<file path="config.mk">
export PLATFORM = sky130hd
export DESIGN_NAME = hwpf_arbiter
export DESIGN_NICKNAME = d
export VERILOG_FILES = /design/src/rtl/hwpf_pkg.sv /design/src/rtl/hwpf_arbiter_rr.sv /design/src/rtl/hwpf_arbiter.sv
export SDC_FILE = /design/constraint.sdc
export NUM_CORES = 1
export LEC_CHECK = 0
export CAP_MARGIN = 5
export CORE_ASPECT_RATIO = 1.2
export CORE_MARGIN = 2
export CORE_UTILIZATION = 50
export CTS_CLUSTER_DIAMETER = 80
export DETAILED_ROUTE_END_ITERATION = 8
export GPL_TIMING_DRIVEN = 1
export PLACE_DENSITY = 0.81
export SYNTH_ARGS = -nofsm -noshare
export SYNTH_HDL_FRONTEND = slang
export SYNTH_HIERARCHICAL = 1
export SYNTH_SLANG_ARGS = --single-unit
</file>
<file path="constraint.sdc">
create_clock -name clk_i -period 10.5 [get_ports clk_i]
set_input_delay 1.575 -clock clk_i [delete_from_list [all_inputs] [get_ports clk_i]]
set_output_delay 1.575 -clock clk_i [all_outputs]
set_load 0.01 [all_outputs]
</file>
<file path="src/rtl/hwpf_pkg.sv">
// Shared types for the hardware-prefetch arbiter: the HPDcache request
// struct, line-address and prefetcher-id types, and line extraction.
package hwpf_pkg;

  localparam int unsigned HWPF_ADDR_W    = 32;
  localparam int unsigned HWPF_LANE_SIZE = 64;
  localparam int unsigned HWPF_OFF_W     = $clog2(HWPF_LANE_SIZE);

  typedef logic [HWPF_ADDR_W-1:0]            addr_t;
  typedef logic [HWPF_ADDR_W-HWPF_OFF_W-1:0] hwpf_line_t;
  typedef logic [2:0]                        hwpf_id_t;

  typedef struct packed {
    addr_t       addr;
    logic [3:0]  op;
    logic [2:0]  size;
    logic [2:0]  sid;
    logic [7:0]  tid;
    logic        need_rsp;
    logic        uncacheable;
  } hpdcache_req_t;

  // Line address, right-aligned; callers truncate to their line width.
  function automatic addr_t line_of(addr_t addr, int unsigned off_w);
    return addr >> off_w;
  endfunction

endpackage

</file>
<file path="src/rtl/hwpf_arbiter_rr.sv">
// Combinational round-robin pick: first requester after last_grant_i,
// wrapping modulo N. Grants only when advance_i is high.
module hwpf_arbiter_rr #(
  parameter int unsigned N  = 2,
  parameter int unsigned IW = (N > 1) ? $clog2(N) : 1
) (
  input  logic [N-1:0]  req_i,
  input  logic          advance_i,
  input  logic [IW-1:0] last_grant_i,
  output logic [N-1:0]  gnt_onehot_o,
  output logic [IW-1:0] gnt_idx_o,
  output logic          gnt_valid_o
);

  int unsigned cand;
  logic        found;

  always_comb begin
    cand         = 0;
    found        = 1'b0;
    gnt_idx_o    = '0;
    gnt_onehot_o = '0;
    for (int unsigned i = 0; i < N; i++) begin
      cand = (32'(last_grant_i) + 32'd1 + i) % N;
      if (!found && req_i[cand]) begin
        found     = 1'b1;
        gnt_idx_o = IW'(cand);
      end
    end
    gnt_valid_o = advance_i & found;
    if (gnt_valid_o) gnt_onehot_o[gnt_idx_o] = 1'b1;
  end

endmodule

</file>
<file path="src/rtl/hwpf_arbiter.sv">
// Merges NUM_HWPF prefetcher request streams into one HPDcache port with a
// recently-issued line filter and a one-entry registered output stage.
module hwpf_arbiter
  import hwpf_pkg::*;
#(
  parameter int unsigned NUM_HWPF     = 2,
  parameter int unsigned FILTER_DEPTH = 8,
  parameter int unsigned LANE_SIZE    = 64,
  parameter int unsigned SID          = 0
) (
  input  logic                               clk_i,
  input  logic                               rst_ni,
  input  logic                               flush_i,
  input  logic                               lock_i,
  input  logic          [NUM_HWPF-1:0]       hwpf_req_valid_i,
  output logic          [NUM_HWPF-1:0]       hwpf_req_ready_o,
  input  hpdcache_req_t [NUM_HWPF-1:0]       hwpf_req_i,
  output logic                               dcache_req_valid_o,
  input  logic                               dcache_req_ready_i,
  output hpdcache_req_t                      dcache_req_o,
  output logic          [15:0]               drop_cnt_o
);

  localparam int unsigned IW     = (NUM_HWPF > 1) ? $clog2(NUM_HWPF) : 1;
  localparam int unsigned PW     = (FILTER_DEPTH > 1) ? $clog2(FILTER_DEPTH) : 1;
  localparam int unsigned OFF_W  = $clog2(LANE_SIZE);
  localparam int unsigned LINE_W = HWPF_ADDR_W - OFF_W;
  localparam logic [IW-1:0] LAST_RST = IW'(NUM_HWPF - 1);

  typedef logic [LINE_W-1:0] line_t;

  line_t             filt_q [FILTER_DEPTH];
  logic [FILTER_DEPTH-1:0] filt_v_q;
  logic [PW-1:0]     wr_ptr_q, wr_ptr_d;
  logic [IW-1:0]     last_q;
  logic              out_v_q;
  hpdcache_req_t     out_q;
  logic [15:0]       drop_q;

  logic              stage_free, advance;
  logic [NUM_HWPF-1:0] gnt_onehot;
  logic [IW-1:0]     gnt_idx;
  logic              gnt_valid;
  hpdcache_req_t     sel_req, issue_req;
  line_t             sel_line, out_line;
  logic              filt_hit, out_hit, hit, load, drop;

  assign stage_free = !out_v_q || dcache_req_ready_i;
  assign advance    = !lock_i && !flush_i && stage_free;

  hwpf_arbiter_rr #(
    .N  (NUM_HWPF),
    .IW (IW)
  ) i_rr (
    .req_i        (hwpf_req_valid_i),
    .advance_i    (advance),
    .last_grant_i (last_q),
    .gnt_onehot_o (gnt_onehot),
    .gnt_idx_o    (gnt_idx),
    .gnt_valid_o  (gnt_valid)
  );

  assign sel_req  = hwpf_req_i[gnt_idx];
  assign sel_line = line_t'(line_of(sel_req.addr, OFF_W));
  assign out_line = line_t'(line_of(out_q.addr, OFF_W));

  always_comb begin
    filt_hit = 1'b0;
    for (int unsigned k = 0; k < FILTER_DEPTH; k++) begin
      if (filt_v_q[k] && (filt_q[k] == sel_line)) filt_hit = 1'b1;
    end
  end

  // The output register covers the line accepted last cycle, whose filter
  // entry was written at the same edge and is therefore also visible now.
  assign out_hit = out_v_q && (out_line == sel_line);
  assign hit     = filt_hit || out_hit;
  assign load    = gnt_valid && !hit;
  assign drop    = gnt_valid && hit;

  assign wr_ptr_d = (32'(wr_ptr_q) == FILTER_DEPTH - 1) ? '0 : wr_ptr_q + PW'(1);

  always_comb begin
    issue_req             = sel_req;
    issue_req.sid         = 3'(SID);
    issue_req.tid         = 8'(gnt_idx);
    issue_req.need_rsp    = 1'b0;
    issue_req.uncacheable = 1'b0;
  end

  always_ff @(posedge clk_i or negedge rst_ni) begin
    if (!rst_ni) begin
      filt_v_q <= '0;
      wr_ptr_q <= '0;
      last_q   <= LAST_RST;
      for (int unsigned k = 0; k < FILTER_DEPTH; k++) filt_q[k] <= '0;
    end else if (flush_i) begin
      filt_v_q <= '0;
      wr_ptr_q <= '0;
      last_q   <= LAST_RST;
    end else if (gnt_valid) begin
      last_q <= gnt_idx;
      if (!hit) begin
        filt_q[wr_ptr_q]   <= sel_line;
        filt_v_q[wr_ptr_q] <= 1'b1;
        wr_ptr_q           <= wr_ptr_d;
      end
    end
  end

  always_ff @(posedge clk_i or negedge rst_ni) begin
    if (!rst_ni) begin
      out_v_q <= 1'b0;
      out_q   <= '0;
    end else if (load) begin
      out_v_q <= 1'b1;
      out_q   <= issue_req;
    end else if (dcache_req_ready_i) begin
      out_v_q <= 1'b0;
    end
  end

  always_ff @(posedge clk_i or negedge rst_ni) begin
    if (!rst_ni) begin
      drop_q <= '0;
    end else if (drop && (drop_q != 16'hFFFF)) begin
      drop_q <= drop_q + 16'd1;
    end
  end

  assign hwpf_req_ready_o   = gnt_onehot;
  assign dcache_req_valid_o = out_v_q;
  assign dcache_req_o       = out_q;
  assign drop_cnt_o         = drop_q;

endmodule

</file>
==> key figures, run 1 <==
Clock tree
  – CTS Buf Count: 27
  – Hold buffer count at cts: 0
  – TritonCTS Sinks: 277
  – TritonCTS clock tree: done
  – Post_cts resized: 0
  – H-tree depth: 1
  – CTS Buffer Depth: 3
  – Clock network latency to the later pin of the worst-skew pair: 0.54 ns
  – Number of setup buffers added after CTS: 0
  – Worst-path clk slew: 0.06 ns
  – Root Buffer Master: clkbuf_16

Placed design
  – GPL Wtd Cong: 0.870
  – Dpl cell area: 16200 um2
  – I/O Buffers: 143
  – DP HPWL: 25100 um

Final layout
  – Design Area, Final: 17100 um2
  – Util after Layout: 59.6%
  – P&R area growth vs syn: 17.3%
  – # fillers: 2294
  – Final #Nets: 1335
  – Fraction of layout cells with a size suffix above 1: 19.2%

Synthesis
  – Number of flops mapped to enable cells by yosys: 0
  – Synth unique cells: 49
  – Register bit count reported by yosys: 277
  – Synth top cells by count: dfrtp_1, xnor2_1, mux2_2, mux2_1, nor4_1
  – Synth area leader: dfrtp_1
  – Synthesized area per cell: 13.5 um2
  – Top-count cell post-synth: dfrtp_1
  – Yosys synthesis warning count: 6
  – Synthesized instance count: 1081
  – Ranking of synthesized cells by area: dfrtp_1, xnor2_1, mux2_2
  – Ys flop type: dfrtp_1
  – Post-synthesis sequential area ratio: 47.6%
  – Post-Synthesis Cell Area: 14600 um2
  – Yosys top cell area share: 47.4%
  – Asr flop ratio synth: 100%

Floorplan
  – # IOs: 182
  – Die X: 160 um
  – Starting Density: 50.8%
  – Die area: 30500 um2
  – Site Rows: 68
  – Core area: 28700 um2
  – Die span in y: 191 um

Setup path
  – Crit path capture type: flop
  – Critical Path RT: 10.90 ns
  – Crit. Startpoint: hwpf_req_valid_i[1]
  – Worst path slowest cell: mux2i_2
  – Crit Path Max Fanout: 43
  – Cell chain of the critical path: clkdlybuf4s50_1, a21boi_4, buf_12, mux2i_2, xnor2_1, nor4_1, nand4_1, o22ai_1, nor3_4, nand2_8, nor4_4, buf_4, mux2_1
  – WP buf/inv: 3
  – FF-to-FF Start: last_q
  – Crit path largest cell delay: 0.92 ns
  – WS Path Type: input pin to flop
  – Crit path max-delay family: simple AND/OR/NAND/NOR gates
  – CP Data Arrival Time: 6.74 ns
  – Startpoint types: input pin

Timing
  – Max-slew violations: 0
  – Final setup fails: 0
  – Slew @ Worst Pin: 1.08 ns
  – Clock skew: 0.0189 ns
  – Slew HR: 27.3%
  – Final min period: 6.34 ns
  – Final setup TNS: 0 ns
  – Hold_ws: 0.468 ns
  – Fmax: 158 MHz
  – RSZ-0062 raised after global routing: no
  – Final number of hold-violating endpoints: 0
  – Crit share post-route: 60.4%

Drt
  – Average vias per placed instance: 5.64
  – Total wire length: 36400 um
  – Via count: 9156
  – Avg WL per Cell: 22.5 um
  – Iter 0 DRT Violations: 532
  – Met2 wire len: 17900 um
  – DRT Pass-1 Iters: 4
  – Antenna-violating nets left: 0
  – Met3 wire length: 2120 um
  – Highest metal used: met4
  – Residual DRC: 0
  – Post-Route M1 WL: 14800 um

Hold path
  – Hold/Removal Path Class: flop to flop
  – Hold Crit Start: filt_v_q[1]

Flow run
  – Maxcap violations: 0

Pwr
  – Sw frac: 27.3%
  – Clk pwr share: 34.1%
  – Cell leakage power: 7.20 nW
  – Reg power frac: 45.0%
  – Pwr/cell area: 163 nW/um2
  – Power Internal: 2.02 mW
  – Logic pwr share: 20.9%
  – P_sw: 0.760 mW
  – Peak supply drop: 0.115 mV

GRT
  – Gr ovfl total: 0
  – Initial antenna violation count: 1
  – Pin count of the biggest net entering global routing: 91
  – Vias in the first global route: 9704
  – First-pass GRT wire length: 56500 um
  – All-Layer GR Usage: 24.2%

Run status
  – Outcome: complete, no violations
## cells in the final DEF, fill, tap and decap left out, types with 7 or more instances in the layout
cell	netlist	final
clkdlybuf4s50_1	0	142
a21o_1	8	8
buf_4	22	12
nor4_1	45	45
and4_1	7	7
xnor2_1	248	248
mux2i_4	20	20
nor3_1	11	11
a21oi_1	14	14
dfrtp_1	276	276
mux2i_1	14	14
mux2_1	122	122
and3_1	11	11
nand4_1	15	15
conb_1	1	12
nand2_1	9	9
clkbuf_8	0	8
clkbuf_16	0	27
nand3_1	18	18
a31oi_1	13	13
mux2_2	136	136
## worst reg2reg max path, delay by kind of cell (launching register included)
| family | cells | cell delay (ns) |
|---|---|---|
| AO/OA/AOI/OAI | 2 | 0.37 |
| AND/OR/NAND/NOR | 5 | 1.89 |
| flip-flops | 1 | 0.39 |
| multiplexers | 2 | 1.43 |
| buffers and inverters | 2 | 0.74 |
| XOR/XNOR | 1 | 0.20 |
## cell type report
type | count | area, um2 | area share [%]
antenna | 1 | 2.50 | 0.0147
clock buffer | 41 | 808 | 4.73
clock inverter | 4 | 45.0 | 0.264
inverter | 3 | 11.3 | 0.0659
multi-input combinational | 756 | 7250 | 42.5
sequential | 277 | 6930 | 40.6
tap | 385 | 482 | 2.82
timing repair buffer | 156 | 1550 | 9.06
## per-stage QoR
step	std cells	setup slack [ns]	total power [mW]
after global placement	1577	3.68	1.83
final	1623	4.16	2.78
after floorplan	1092	5.85	1.60
after detailed placement	1577	3.62	1.85
after global routing	1622	3.93	2.88
after CTS	1622	4.17	2.79
## per-layer routing
| metal | track usage, % | vias to the layer above |
|---|---|---|
| li1 | - | 4107 |
| met1 | 29.9 | 4695 |
| met2 | 42.1 | 277 |
| met3 | 4.04 | 77 |
| met4 | 10.3 | 0 |
| met5 | 0 | - |
## flip-flops by register name, indices dropped and copies added, names as in the netlist
signal and count:
dcache_req_o 40, dcache_req_valid_o 1, drop_cnt_o 16, filt_q 208
filt_v_q 8, last_q 1, wr_ptr_q 3
## power by group through the flow
stage / registers [mW] / clock network [mW] / logic (mW)
finish: 1.25 / 0.947 / 0.580
global route: 1.26 / 1.00 / 0.620
CTS: 1.25 / 0.957 / 0.584
detailed placement: 1.27 / 0 / 0.580
global placement: 1.26 / 0 / 0.569
floorplan: 1.27 / 0 / 0.332
## logic make-up (layout without fill, tap and decap cells)
kind of cell | Yosys count | after routing | synth area share, %
fa+ha+maj | 3 | 3 | 0.258
mux | 304 | 304 | 25.2
simple gates | 142 | 142 | 6.72
buf+inv | 59 | 204 | 2.96
flops | 277 | 277 | 47.6
compound gates | 47 | 47 | 2.30
xor+xnor | 248 | 248 | 14.9
other cells | 1 | 13 | 0.0258
## worst paths after layout
| kind | endpoint | slack (ns) | cells past startpoint |
|---|---|---|---|
| worst min register to register | filt_v_q[1] | 0.47 | 1 |
| worst min-delay path | filt_v_q[1] | 0.47 | 1 |
| min in group asynchronous | dcache_req_o[46] | 1.03 | 1 |
| worst max register to register | filt_q[143] | 5.35 | 12 |
| worst max-delay path | filt_q[143] | 4.16 | 13 |
| max in group asynchronous | dcache_req_o[38] | 7.52 | 3 |
(Power assumes the default switching activity.)
==> inputs of run 2 (changes only) <==
Settings changed: PLACE_DENSITY 0.81 to 0.84.
Clock period 10.5 ns to 5.74 ns, I/O delays scaled along.
==> key figures, run 2 (same netlist as run 1, synthesis figures left out) <==
Run status
  – Outcome: complete, no violations

Setup path
  – Cell chain of the critical path: clkdlybuf4s50_1, a21boi_4, buf_12, buf_4, mux2i_4, xnor2_1, nor4_1, nand4_1, o22ai_1, nor3_4, nand2_8, nor4_4, buf_12, mux2_2
  – Crit path capture type: flop
  – Most frequent CP cell: buf_12
  – WS Path Type: input pin to flop
  – Crit path largest cell delay: 0.98 ns (+0.06 ns)
  – Crit path max-delay family: simple AND/OR/NAND/NOR gates
  – CP Data Arrival Time: 5.37 ns (-1.37 ns)
  – R2R setup slack: 1.29 ns (-4.06 ns)
  – Startpoint types: input pin
  – Crit Path Max Fanout: 19 (-56%)
  – Worst path slowest cell: nor4_4
  – WP buf/inv: 4 (+1)
  – Critical Path RT: 6.17 ns (-4.73 ns)

Final layout
  – Design Area, Final: 17600 um2 (+3.0%)
  – Max reg flops: 208 (unchanged)
  – P&R area growth vs syn: 20.8%
  – Sequential cell area: 6930 um2 (unchanged)
  – Final Non-Filler Cells: 1666 (+2.6%)
  – Util after Layout: 61.3% (+1.8 points)
  – Largest Register: filt_q
  – Most frequent cells in the layout: dfrtp_1, xnor2_1, clkdlybuf4s50_1
  – Area of the multi-input gates: 7250 um2 (unchanged)
  – Ant diodes: 0 (-1)
  – Most common cell after layout, fill and taps aside: dfrtp_1
  – Final #Nets: 1375 (+3.0%)
  – Fraction of layout cells with a size suffix above 1: 22.2% (+3.0 points)
  – # fillers: 2186 (-4.7%)

Clock tree
  – TritonCTS clock tree: done
  – Clock network latency to the later pin of the worst-skew pair: 0.55 ns (about the same)
  – Worst-path clk slew: 0.06 ns (about the same)
  – CTS Buffer Depth: 3 (unchanged)
  – Hold buffer count at cts: 0 (unchanged)
  – TritonCTS Sinks: 277 (unchanged)
  – CTS Buf Count: 27 (unchanged)
  – Post_cts resized: 0 (unchanged)
  – H-tree depth: 1 (unchanged)
  – Number of setup buffers added after CTS: 0 (unchanged)
  – Root Buffer Master: clkbuf_16

Placed design
  – DP HPWL: 26500 um (+5.2%)
  – I/O Buffers: 143 (unchanged)
  – GPL Wtd Cong: 0.857 (-1.6%)
  – Worst slack, placed: 0.289 ns (-3.33 ns)
  – # placed instances: 1617 (+2.5%)
  – Dpl cell area: 16600 um2 (+2.5%)

GRT
  – Pin count of the biggest net entering global routing: 129 (+42%)
  – Vias in the first global route: 9990 (+2.9%)
  – Gr ovfl total: 0 (unchanged)
  – All-Layer GR Usage: 24.7% (+0.46 points)
  – Initial antenna violation count: 0 (-1)
  – First-pass GRT wire length: 57800 um (+2.2%)

Timing
  – Slew HR: 22.4% (-4.9 points)
  – Final min period: 4.94 ns
  – Fmax: 203 MHz
  – RSZ-0062 raised after global routing: no
  – Final number of hold-violating endpoints: 0 (unchanged)
  – Slew @ Worst Pin: 1.16 ns (+0.0753 ns)
  – Max-slew violations: 0 (unchanged)
  – Setup ws final: 0.804 ns (-3.35 ns)
  – Crit share post-route: 86.0%
  – Hold_ws: 0.423 ns (-0.0453 ns)
  – Clock skew: 0.0144 ns (-0.00446 ns)
  – Final setup TNS: 0 ns (unchanged)
  – Final setup fails: 0 (unchanged)

Floorplan
  – Starting Density: 50.8% (unchanged)
  – Die span in y: 191 um (unchanged)
  – Die area: 30500 um2 (unchanged)
  – # IOs: 182 (unchanged)
  – Core area: 28700 um2 (unchanged)
  – Die X: 160 um (unchanged)
  – Site Rows: 68 (unchanged)

Hold path
  – Hold/Removal Path Class: input pin to asynchronous set/reset pin

Pwr
  – Cell leakage power: 7.46 nW (+3.6%)
  – Pwr Total: 5.30 mW (+91%)
  – Peak supply drop: 0.234 mV (+100%)
  – Pwr/cell area: 301 nW/um2 (+85%)

Flow run
  – Maxcap violations: 0 (unchanged)

Drt
  – DRT Pass-1 Iters: 4 (unchanged)
  – Residual DRC: 0 (unchanged)
  – Via count: 9443 (+3.1%)
  – Total wire length: 37500 um (+2.8%)
  – Antenna-violating nets left: 0 (unchanged)
  – Avg WL per Cell: 22.5 um (+0.13%)
  – Iter 0 DRT Violations: 655 (+23%)
  – Average vias per placed instance: 5.67 (+0.47%)
==> run 2: cell count changes in the layout (fill, tap and decap cells not counted), moves of 2 or more <==
cell / change
clkinvlp_4: +2
clkbuf_1: -3
bufinv_16: +4
clkinv_2: +3
buf_4: +31
buf_12: +9
clkbuf_8: -5
inv_6: +2
==> run 2: power breakdown <==
part | switching [mW] | internal, mW
combinational | 0.535 | 0.572
clock | 0.776 | 1.13
sequential | 0.144 | 2.14
total | 1.46 | 3.85
==> run 2: final timing paths <==
check | start | to | depth (start not counted)
max | hwpf_req_valid_i[1] | filt_q[28] | 14
min | rst_ni | filt_q[196] | 1
max reg2reg | last_q | filt_q[28] | 13
min reg2reg | filt_v_q[1] | filt_v_q[1] | 1
max in group asynchronous | rst_ni | dcache_req_o[30] | 2
min in group clk_i | filt_v_q[1] | filt_v_q[1] | 1
==> run 2: metal layers <==
layer	wire (um)	share of wire [%]	vias up	track usage, %
li1	-	-	4163	-
met1	14800	40	4872	30.4
met2	18700	50	303	42.7
met3	1930	5.1	105	3.45
met4	2070	5.5	0	12.5
met5	0	0	-	0
==> run 2: layout make-up <==
class | instances | share of cell area (%)
multi-input cells | 756 | 41.2
flip-flops and latches | 277 | 39.4
clock buffers | 33 | 4.14
inverters | 3 | 0.0640
repair buffers | 196 | 11.1
well taps | 385 | 2.74
clock inverters | 16 | 1.26
